[src/rtl/sort_iter_pkg.sv]
// Shared types and the fixed 5-step compare-swap schedule for the iterative 4-element sorter.
package sort_iter_pkg;

  typedef enum logic [1:0] {
    IDLE = 2'd0,
    SORT = 2'd1,
    DONE = 2'd2
  } state_t;

  localparam int NUM_STEPS = 5;

  typedef logic [2:0] step_t;
  typedef logic [1:0] idx_t;

  typedef struct packed {
    idx_t a;
    idx_t b;
  } pair_t;

  // Optimal 4-input sorting network; a is always the lower index of the pair.
  function automatic pair_t step_pair(input step_t step);
    pair_t p;
    case (step)
      3'd0:    p = '{a: 2'd0, b: 2'd1};
      3'd1:    p = '{a: 2'd2, b: 2'd3};
      3'd2:    p = '{a: 2'd0, b: 2'd2};
      3'd3:    p = '{a: 2'd1, b: 2'd3};
      3'd4:    p = '{a: 2'd1, b: 2'd2};
      default: p = '{a: 2'd0, b: 2'd1};
    endcase
    return p;
  endfunction

endpackage

[src/rtl/sort_iter_minmax_sched_minmax.sv]
// Combinational unsigned min/max unit; on a tie, min is taken from input a.
module sort_iter_minmax_sched_minmax #(
  parameter int p_nbits = 8
) (
  input  logic [p_nbits-1:0] a,
  input  logic [p_nbits-1:0] b,
  output logic [p_nbits-1:0] mn,
  output logic [p_nbits-1:0] mx
);

  logic b_lt_a;

  assign b_lt_a = (b < a);
  assign mn     = b_lt_a ? b : a;
  assign mx     = b_lt_a ? a : b;

endmodule

[src/rtl/sort_iter_minmax_sched.sv]
// Iterative 4-element sorter: one shared min/max unit stepped through a 5-step network.
// Define SORT_ITER_MINMAX_SCHED_DESCEND_EN for descending output (out0 = largest).
module sort_iter_minmax_sched
  import sort_iter_pkg::*;
#(
  parameter int p_nbits = 8
) (
  input  logic               clk,
  input  logic               reset,
  input  logic               in_val,
  output logic               in_rdy,
  input  logic [p_nbits-1:0] in0,
  input  logic [p_nbits-1:0] in1,
  input  logic [p_nbits-1:0] in2,
  input  logic [p_nbits-1:0] in3,
  output logic               out_val,
  input  logic               out_rdy,
  output logic [p_nbits-1:0] out0,
  output logic [p_nbits-1:0] out1,
  output logic [p_nbits-1:0] out2,
  output logic [p_nbits-1:0] out3
);

  state_t                   state_q, state_d;
  step_t                    step_q, step_d;
  logic [3:0][p_nbits-1:0]  r_q, r_d;

  pair_t                    pair_s;
  logic [p_nbits-1:0]       mm_a, mm_b, mm_min, mm_max;

  assign pair_s = step_pair(step_q);
  assign mm_a   = r_q[pair_s.a];
  assign mm_b   = r_q[pair_s.b];

  sort_iter_minmax_sched_minmax #(.p_nbits(p_nbits)) u_minmax (
    .a  (mm_a),
    .b  (mm_b),
    .mn (mm_min),
    .mx (mm_max)
  );

  always_comb begin
    state_d = state_q;
    step_d  = step_q;
    r_d     = r_q;
    case (state_q)
      IDLE: begin
        if (in_val) begin
          r_d[0]  = in0;
          r_d[1]  = in1;
          r_d[2]  = in2;
          r_d[3]  = in3;
          step_d  = '0;
          state_d = SORT;
        end
      end
      SORT: begin
`ifdef SORT_ITER_MINMAX_SCHED_DESCEND_EN
        r_d[pair_s.a] = mm_max;
        r_d[pair_s.b] = mm_min;
`else
        r_d[pair_s.a] = mm_min;
        r_d[pair_s.b] = mm_max;
`endif
        if (step_q == step_t'(NUM_STEPS - 1)) begin
          state_d = DONE;
        end else begin
          step_d = step_q + step_t'(1);
        end
      end
      DONE: begin
        if (out_rdy) begin
          state_d = IDLE;
        end
      end
      default: state_d = IDLE;
    endcase
  end

  always_ff @(posedge clk or posedge reset) begin
    if (reset) begin
      state_q <= IDLE;
      step_q  <= '0;
      r_q     <= '0;
    end else begin
      state_q <= state_d;
      step_q  <= step_d;
      r_q     <= r_d;
    end
  end

  // Gated by reset so the block refuses messages while reset is still held.
  assign in_rdy  = (state_q == IDLE) && !reset;
  assign out_val = (state_q == DONE);
  assign out0    = r_q[0];
  assign out1    = r_q[1];
  assign out2    = r_q[2];
  assign out3    = r_q[3];

endmodule

[config.mk]
export PLATFORM = sky130hd
export DESIGN_NAME = sort_iter_minmax_sched
export DESIGN_NICKNAME = d
export VERILOG_FILES = /design/src/rtl/sort_iter_pkg.sv /design/src/rtl/sort_iter_minmax_sched_minmax.sv /design/src/rtl/sort_iter_minmax_sched.sv
export SDC_FILE = /design/constraint.sdc
export NUM_CORES = 1
export LEC_CHECK = 0
export CAP_MARGIN = 5
export CELL_PAD_IN_SITES_DETAIL_PLACEMENT = 0
export CELL_PAD_IN_SITES_GLOBAL_PLACEMENT = 1
export CORE_ASPECT_RATIO = 1.75
export CORE_MARGIN = 2
export CORE_UTILIZATION = 38
export CTS_CLUSTER_SIZE = 12
export DETAILED_ROUTE_END_ITERATION = 8
export PLACE_DENSITY_LB_ADDON = 0.1
export SKIP_LAST_GASP = 1
export SLEW_MARGIN = 20
export SYNTH_ARGS = -nofsm -noshare
export SYNTH_HDL_FRONTEND = slang
export SYNTH_SLANG_ARGS = --single-unit
[constraint.sdc]
create_clock -name clk -period 5.4 [get_ports clk]
set_input_delay 1.35 -clock clk [delete_from_list [all_inputs] [get_ports clk]]
set_output_delay 1.35 -clock clk [all_outputs]
set_load 0.01 [all_outputs]
======== Yosys cells after proc, flatten, opt, wreduce, memory -nomap -nowiden ========
Cells that the tools add are included.
W data, S select, Z words.
word-level totals
  input port bits ......................... 36
  flip-flop bits (word level) ............. 37
operators by class
  eq/ne operators ......................... 10
  reductions and logical operators ........ 9
  order comparisons ....................... 5
  $add $sub $neg .......................... 1
  muxes and demuxes ....................... 22
operators with widths
  operator               count
  $bwmux W32             2
  $pmux W32 S2           1
  $mux W8                6
  $bmux W8 S2            2
  $demux W8 S2           2
  $mux W32               1
  $pmux W4 S4            1
  $lt A8 B8 Y1           1
  $eq A3 B2 Y1 const B   2
  $lt A2 B3 Y1 const B   2
  $mux W2                3
  $mux W3                2
  $ne A2 B2 Y1 const B   3
  $pmux W2 S3            1
  $pmux W3 S2            1
  $reduce_and A3 Y1      2
  $ge A2 B1 Y1 const B   2
  $add A3 B1 Y3 const B  1
  $eq A3 B1 Y1 const B   1
  $eq A3 B3 Y1 const B   1
  $logic_and A1 B1 Y1    3
  $eq A2 B1 Y1 const B   1
  $eq A2 B2 Y1 const B   1
  $logic_not A2 Y1       1
  4 further kinds        4

======== Logic depth before layout (Yosys ltp) ========
Gate-level depths: netlist of run 1.
  depth after elaboration ................. 9
  gate-level depth with buffers ........... 16
  gate-level depth less buffers ........... 13

======== By module ========
Synthesis of run 1 repeated with hierarchy kept, for this count alone.
unflattened totals
  cell total of the unflattened synthesis .. 332
  area, all modules ....................... 3123.0 um2
modules (own cells, without submodules)
  module                         seq. area each (um2)  area an instance (um2)  cells an instance  instances
  sort_iter_minmax_sched         925.9                 2697.6                  291                1
  sort_iter_minmax_sched_minmax  0.0                   425.4                   41                 1

======== Worst setup path after synthesis of run 1 ========
OpenSTA, ideal clock, no wires.
  path type ............................... reg-to-reg
  start point ............................. reg step_q[0]
  end point ............................... reg r_q, in the netlist out3[6]
  buffers on the path ..................... 3
  slack ................................... 1.535 ns
  clock period less this slack ............ 3.865 ns
  cell stages (with the launch flop) ...... 15
  data arrival time ....................... 3.727 ns
  path through ............................ dfrtp_1 inv_1 ha_1 or4_1 buf_4 and2_1 buf_2 a31oi_1 ha_1 a2111oi_0 nand2_1 o31ai_4 buf_6 mux2i_1 o211ai_1
between the ends
  longest elaborated chain between the ends .. 9
ends and longest elaborated chain
  element                                                RTL line                                                           text
  from (decl)                                            sort_iter_minmax_sched.sv:25                                       step_t step_q, step_d;
  from (signal assigned)                                 sort_iter_minmax_sched.sv:87                                       step_q <= step_d;
  $eq A3 B3 Y1 (tied with other cells)                   sort_iter_pkg.sv:23                                                case (step)
  $pmux W4 S4 (*)                                        sort_iter_pkg.sv:23
  $bmux W8 S2 (tied with other cells)                    sort_iter_minmax_sched.sv:33                                       assign mm_b = r_q[pair_s.b];
  $mux W8 (implied by the code) (tied with other cells)  sort_iter_minmax_sched.sv:33
  $lt A8 B8 Y1 / $mux W8 (equally long branches)         sort_iter_minmax_sched_minmax.sv:13, sort_iter_minmax_sched.sv:62
  $mux W8 / $demux W8 S2 (equally long branches)         sort_iter_minmax_sched_minmax.sv:14, sort_iter_minmax_sched.sv:62
  $bwmux W32                                             sort_iter_minmax_sched.sv:62                                       r_d[pair_s.a] = mm_min;
  $bwmux W32 (*)                                         sort_iter_minmax_sched.sv:63                                       r_d[pair_s.b] = mm_max;
  $pmux W32 S2 (*)                                       sort_iter_minmax_sched.sv:46                                       case (state_q)
  to (signal assigned)                                   sort_iter_minmax_sched.sv:88                                       r_q <= r_d;
  to (decl)                                              sort_iter_minmax_sched.sv:26                                       logic [3:0][p_nbits-1:0] r_q, r_d;
Mark *: on every way between the ends. The rest lies on a longest branch, timed or not. The select of a mux whose other input is x is not followed.
A chain may end at the register's enable or synchronous reset.

======== Worst setup path after layout of run 1 ========
  start point ............................. reg step_q[1]
  end point ............................... reg r_q, in the netlist out3[1]
Same word-level chain as after synthesis.

==> results of run 1 <==
-- layout by cell type, fill, tap and decap left out, drive strengths merged, types with 11 or more instances in the layout --
cell type / instances
clkdlybuf4s50: 69
dfrtp: 37
nand2: 34
a21oi: 26
mux2i: 25
buf: 23
o21ai: 21
nor2: 20
nand3: 18
inv: 15
a31oi: 15
ha: 12
o221a: 11
-- routing by layer --
layer	vias to the layer above	wire length (um)	GRT usage [%]
met4	0	382	11.0
met1	1569	4380	32.6
li1	1521	-	-
met2	127	6040	50.1
met3	26	559	3.72
met5	-	0	0
-- state kept, by name, indices dropped and copies added (netlist names) --
name / count
out0: 8
out1: 8
out2: 8
out3: 8
state_q: 2
step_q: 3
-- final cells by class --
cell class | count | area share [%]
multi-input cells | 279 | 47.9
flip-flops and latches | 37 | 22.9
repair buffers | 92 | 21.4
clock buffers | 7 | 3.53
well taps | 90 | 2.79
inverters | 16 | 1.49
-- synthesized netlist by cell type (all sizes together) (4+ instances only) --
cell type and count:
dfrtp 37, nand2 34, a21oi 26, mux2i 25, o21ai 21, nor2 20
nand3 18, a31oi 15, clkbuf 15, inv 15, ha 12, o221a 11
and3 10, a22oi 9, buf 8, o21a 8, a222oi 7, o211ai 7
nor2b 6, o22a 6, o31ai 6, nand2b 5, nand4 5, a221o 4
-- critical path, stage by stage (launching register included) --
cell,delay [ps]
dfrtp_1,410
inv_1,90
ha_1,330
nor2_1,130
a21boi_1,490
o221a_2,340
inv_1,60
ha_1,280
a2111oi_0,570
nand2_1,210
o31ai_4,950
buf_4,360
mux2i_1,210
o211ai_1,100
-- stage by stage --
step                hold WS [ps]  area [um2]  cells  util (%)  setup WS (ps)
global route                 580        4040    521      51.4            272
floorplan                    500        3030    355         -           1530
global placement             520        3890    514      49.6            980
detailed placement           537        3890    514      49.6            760
finish                       552        4040    521      51.4            716
CTS                          550        4040    521      51.4            742
-- logic make-up (layout without fill, tap and decap cells) --
logic type | Yosys count | count (layout) | synth area share (%)
fa+ha+maj | 12 | 12 | 4.95
flops | 37 | 37 | 30.5
compound gates | 137 | 137 | 33.9
simple gates | 105 | 105 | 16.6
mux | 25 | 25 | 8.25
buf+inv | 39 | 115 | 5.73
-- worst max path at each step --
stage,start,end,cells past startpoint
3_5_place_dp,step_q[1],out3[1],13
4_1_cts,step_q[1],out3[1],13
3_3_place_gp,step_q[0],out3[6],13
6_report,step_q[1],out3[1],13
2_1_floorplan,step_q[0],out3[6],14
5_1_grt,step_q[1],out3[1],13
==> flow_metrics.env, run 1 <==
export IMPL_die_area_um2=8740
export IMPL_drive_above_1_share_pct=10.9
export IMPL_drt_pass1_iter_count=8
export IMPL_die_w_um=71.5
export IMPL_syn_nets=403
export IMPL_grt_max_degree=38
export IMPL_vias=3243
export IMPL_wl_per_cell_um=21.8
export IMPL_clock_sinks=37
export IMPL_r2r_setup_slack_ps=720
export IMPL_maxCapViolations=0
export IMPL_io_buffers=69
export IMPL_drc_errors=0
export IMPL_whs_endpoint="step_q[1]"
export IMPL_dp_final_hpwl_um=8610
export IMPL_nets=479
export IMPL_fin_skew_ps=2.55
export IMPL_postCtsResizedCells=0
export IMPL_yosysSeqAreaShare_pct=30.5
export IMPL_grt_pass1_vias=3351
export IMPL_routed_via_density=6.22
export IMPL_post_route_period_util_pct=86.7
export IMPL_ys_types=52
export IMPL_synth_largest_area_cell="dfrtp_1"
export IMPL_synth_ff_type="dfrtp_1"
export IMPL_grt_setup_unrepaired="false"
export IMPL_drtIter0Drc=296
export IMPL_r2r_cells=13
export IMPL_yosysWarnings=0
export IMPL_clockBufferDepth=2
export IMPL_cp_max_fo=20
export IMPL_synth_edf_count=0
export IMPL_multi_input_comb_area_um2=1930
export IMPL_clk_pin_slew_worst_paths_ps=60
export IMPL_synth_top_area_share_pct=30.5
export IMPL_relSlewSlack_pct=26.1
export IMPL_seq_area_um2=926
export IMPL_grt_pass1_wl_um=18500
export IMPL_fmax_ghz=0.213
export IMPL_synth_area_leaders="dfrtp_1 (31%), mux2i_1 (8.3%), ha_1 (5.0%)"
export IMPL_critPathRequiredTime_ps=5540
export IMPL_cts_hold_buf=0
export IMPL_synth_cells=355
export IMPL_overflow=0
export IMPL_track_usage_pct=27.8
export IMPL_htree_levels=2
export IMPL_n_fill_cell=771
export IMPL_hold_class="reg2reg"
export IMPL_clk_insertion_delay_late_ps=280
export IMPL_run_status="completed"
export IMPL_crit_path_start_kind="flip-flop"
export IMPL_area_growth_pct=33.1
export IMPL_cts_setup_buffers=0
export IMPL_finalSetupViolCount=0
export IMPL_slew_viol_final=0
export IMPL_ios=70
export IMPL_min_delay_path_depth=2
export IMPL_crit_type="reg2reg"
export IMPL_gp_congestion=0.924
export IMPL_synth_avg_cell_area_um2=8.54
export IMPL_hold_violations=0
export IMPL_antenna_cells=0
export IMPL_ant_nets=0
export IMPL_die_h_um=122
export IMPL_async_reset_ff_share_pct=100
export IMPL_worstReg2RegEnd="out3[1]"
export IMPL_end_kind="flip-flop"
export IMPL_num_rows=43
export IMPL_worstMarginPinSlew_ps=1110
export IMPL_tritoncts="done"
export IMPL_root_buffer="clkbuf_16"
export IMPL_fin_setup_tns_ps=0
export IMPL_initial_core_util_pct=38.6
export IMPL_core_area_um2=7860
export IMPL_worstHoldStart="step_q[1]"
export IMPL_reg2reg_from="step_q[1]"
export IMPL_fin_crit_ps=4680
export IMPL_synth_seq_cells=37
export IMPL_arrival_ps=4830
export IMPL_syn_cell_area_um2=3030
export IMPL_routed_wl_um=11400
export IMPL_antenna_found_initial=0
export IMPL_cts_buffers=5
Power of run 1 is not shown: default switching activity piles up to over one toggle a cycle in this logic, so the estimate is an artifact.
==> run 2, diff against run 1 <==
Settings changed: CORE_MARGIN 2 to default.
==> run 2 against run 1 <==
  * Utilization rose by 0.52 points
  * Count of clock-buffer cells in the layout fell by 1
  * Worst setup slack got worse by 120 ps
==> flow_metrics.env, run 2 (synthesized netlist as in run 1, its figures left out) <==
export IMPL_grt_setup_unrepaired="false"
export IMPL_fin_crit_ps=4800
export IMPL_cp_max_fo=35
export IMPL_worstMarginPinSlew_ps=1110
export IMPL_grt_max_degree=38
export IMPL_critPathRequiredTime_ps=5550
export IMPL_antenna_cells=0
export IMPL_end_kind="flip-flop"
export IMPL_slew_viol_final=0
export IMPL_clk_pin_slew_worst_paths_ps=60
export IMPL_clock_sinks=37
export IMPL_track_usage_pct=28.7
export IMPL_drt_pass1_iter_count=6
export IMPL_fin_setup_tns_ps=0
export IMPL_crit_type="reg2reg"
export IMPL_arrival_ps=4950
export IMPL_run_status="completed"
export IMPL_antenna_found_initial=0
export IMPL_fin_skew_ps=4.92
export IMPL_hold_violations=0
export IMPL_fmax_ghz=0.208
export IMPL_post_route_period_util_pct=88.9
export IMPL_area_growth_pct=30.4
export IMPL_cts_setup_buffers=0
export IMPL_relSlewSlack_pct=26.0
export IMPL_grt_pass1_vias=3178
export IMPL_htree_levels=2
export IMPL_die_area_um2=8360
export IMPL_routed_wl_um=11600
export IMPL_ios=70
export IMPL_finalSetupViolCount=0
export IMPL_dp_final_hpwl_um=8520
export IMPL_cts_hold_buf=0
export IMPL_tritoncts="done"
export IMPL_hold_class="reg2reg"
export IMPL_wl_per_cell_um=22.8
export IMPL_die_h_um=120
export IMPL_drive_above_1_share_pct=9.00
export IMPL_layout_commonest_cell="clkdlybuf4s50_1"
export IMPL_maxCapViolations=0
export IMPL_n_fill_cell=746
export IMPL_seq_area_um2=926
export IMPL_stdcell_count=510
export IMPL_postCtsResizedCells=0
export IMPL_die_w_um=69.5
export IMPL_drc_errors=0
export IMPL_clk_insertion_delay_late_ps=290
export IMPL_root_buffer="clkbuf_16"
export IMPL_core_area_um2=7620
export IMPL_clockBufferDepth=2
export IMPL_io_buffers=69
export IMPL_dp_cells=502
export IMPL_routed_via_density=6.28
export IMPL_initial_core_util_pct=39.8
export IMPL_overflow=0
export IMPL_mostFrequentLayoutCells="clkdlybuf4s50_1 (69), dfrtp_1 (37), nand2_1 (33)"
export IMPL_place_ws_ps=692
export IMPL_multi_input_comb_area_um2=1930
export IMPL_ant_nets=0
export IMPL_finalWorstSetupSlack_ps=598
export IMPL_nets=469
export IMPL_r2r_setup_slack_ps=600
export IMPL_gp_congestion=0.945
export IMPL_drtIter0Drc=274
export IMPL_vias=3202
export IMPL_cts_buffers=5
export IMPL_crit_path_start_kind="flip-flop"
export IMPL_grt_pass1_wl_um=18100
export IMPL_num_rows=42
## run 2: final timing paths
check,from,end,cells after the start
max reg2reg,step_q[0],out3[6],12
min,step_q[1],step_q[1],2
max,step_q[0],out3[6],12
max in group asynchronous,reset,out2[7],3
min in group asynchronous,reset,out1[4],3
min reg2reg,step_q[1],step_q[1],2
## run 2: routing by layer
layer | up-vias | GRT usage [%] | wire [um]
met5 | - | 0 | 0
met4 | 0 | 17.7 | 541
met3 | 34 | 3.58 | 571
met2 | 128 | 50.9 | 6060
met1 | 1532 | 32.2 | 4450
li1 | 1508 | - | -
## run 2: through the flow
stage	area [um2]	hold slack [ps]	utilization (%)
6_report	3960	547	51.9
2_1_floorplan	3030	500	-
3_3_place_gp	3820	529	50.1
4_1_cts	3960	560	51.9
3_5_place_dp	3820	546	50.1
5_1_grt	3960	582	51.9
## run 2: cell type report
class / instances / share of cell area (%)
multi-input cells: 279 / 48.9
clock buffers: 6 / 3.26
clock inverters: 2 / 0.253
well taps: 88 / 2.78
repair buffers: 82 / 19.9
inverters: 16 / 1.52
flip-flops and latches: 37 / 23.4
## run 2: critical path, stage by stage (launching register included)
cell	delay (ps)
dfrtp_1	380
inv_1	90
ha_1	230
or4_1	730
and2_1	370
a31oi_1	420
ha_1	330
a2111oi_0	570
nand2_1	210
o31ai_4	260
buf_4	450
mux2i_1	450
o211ai_1	140
Power of run 2 is left out for the same reason.
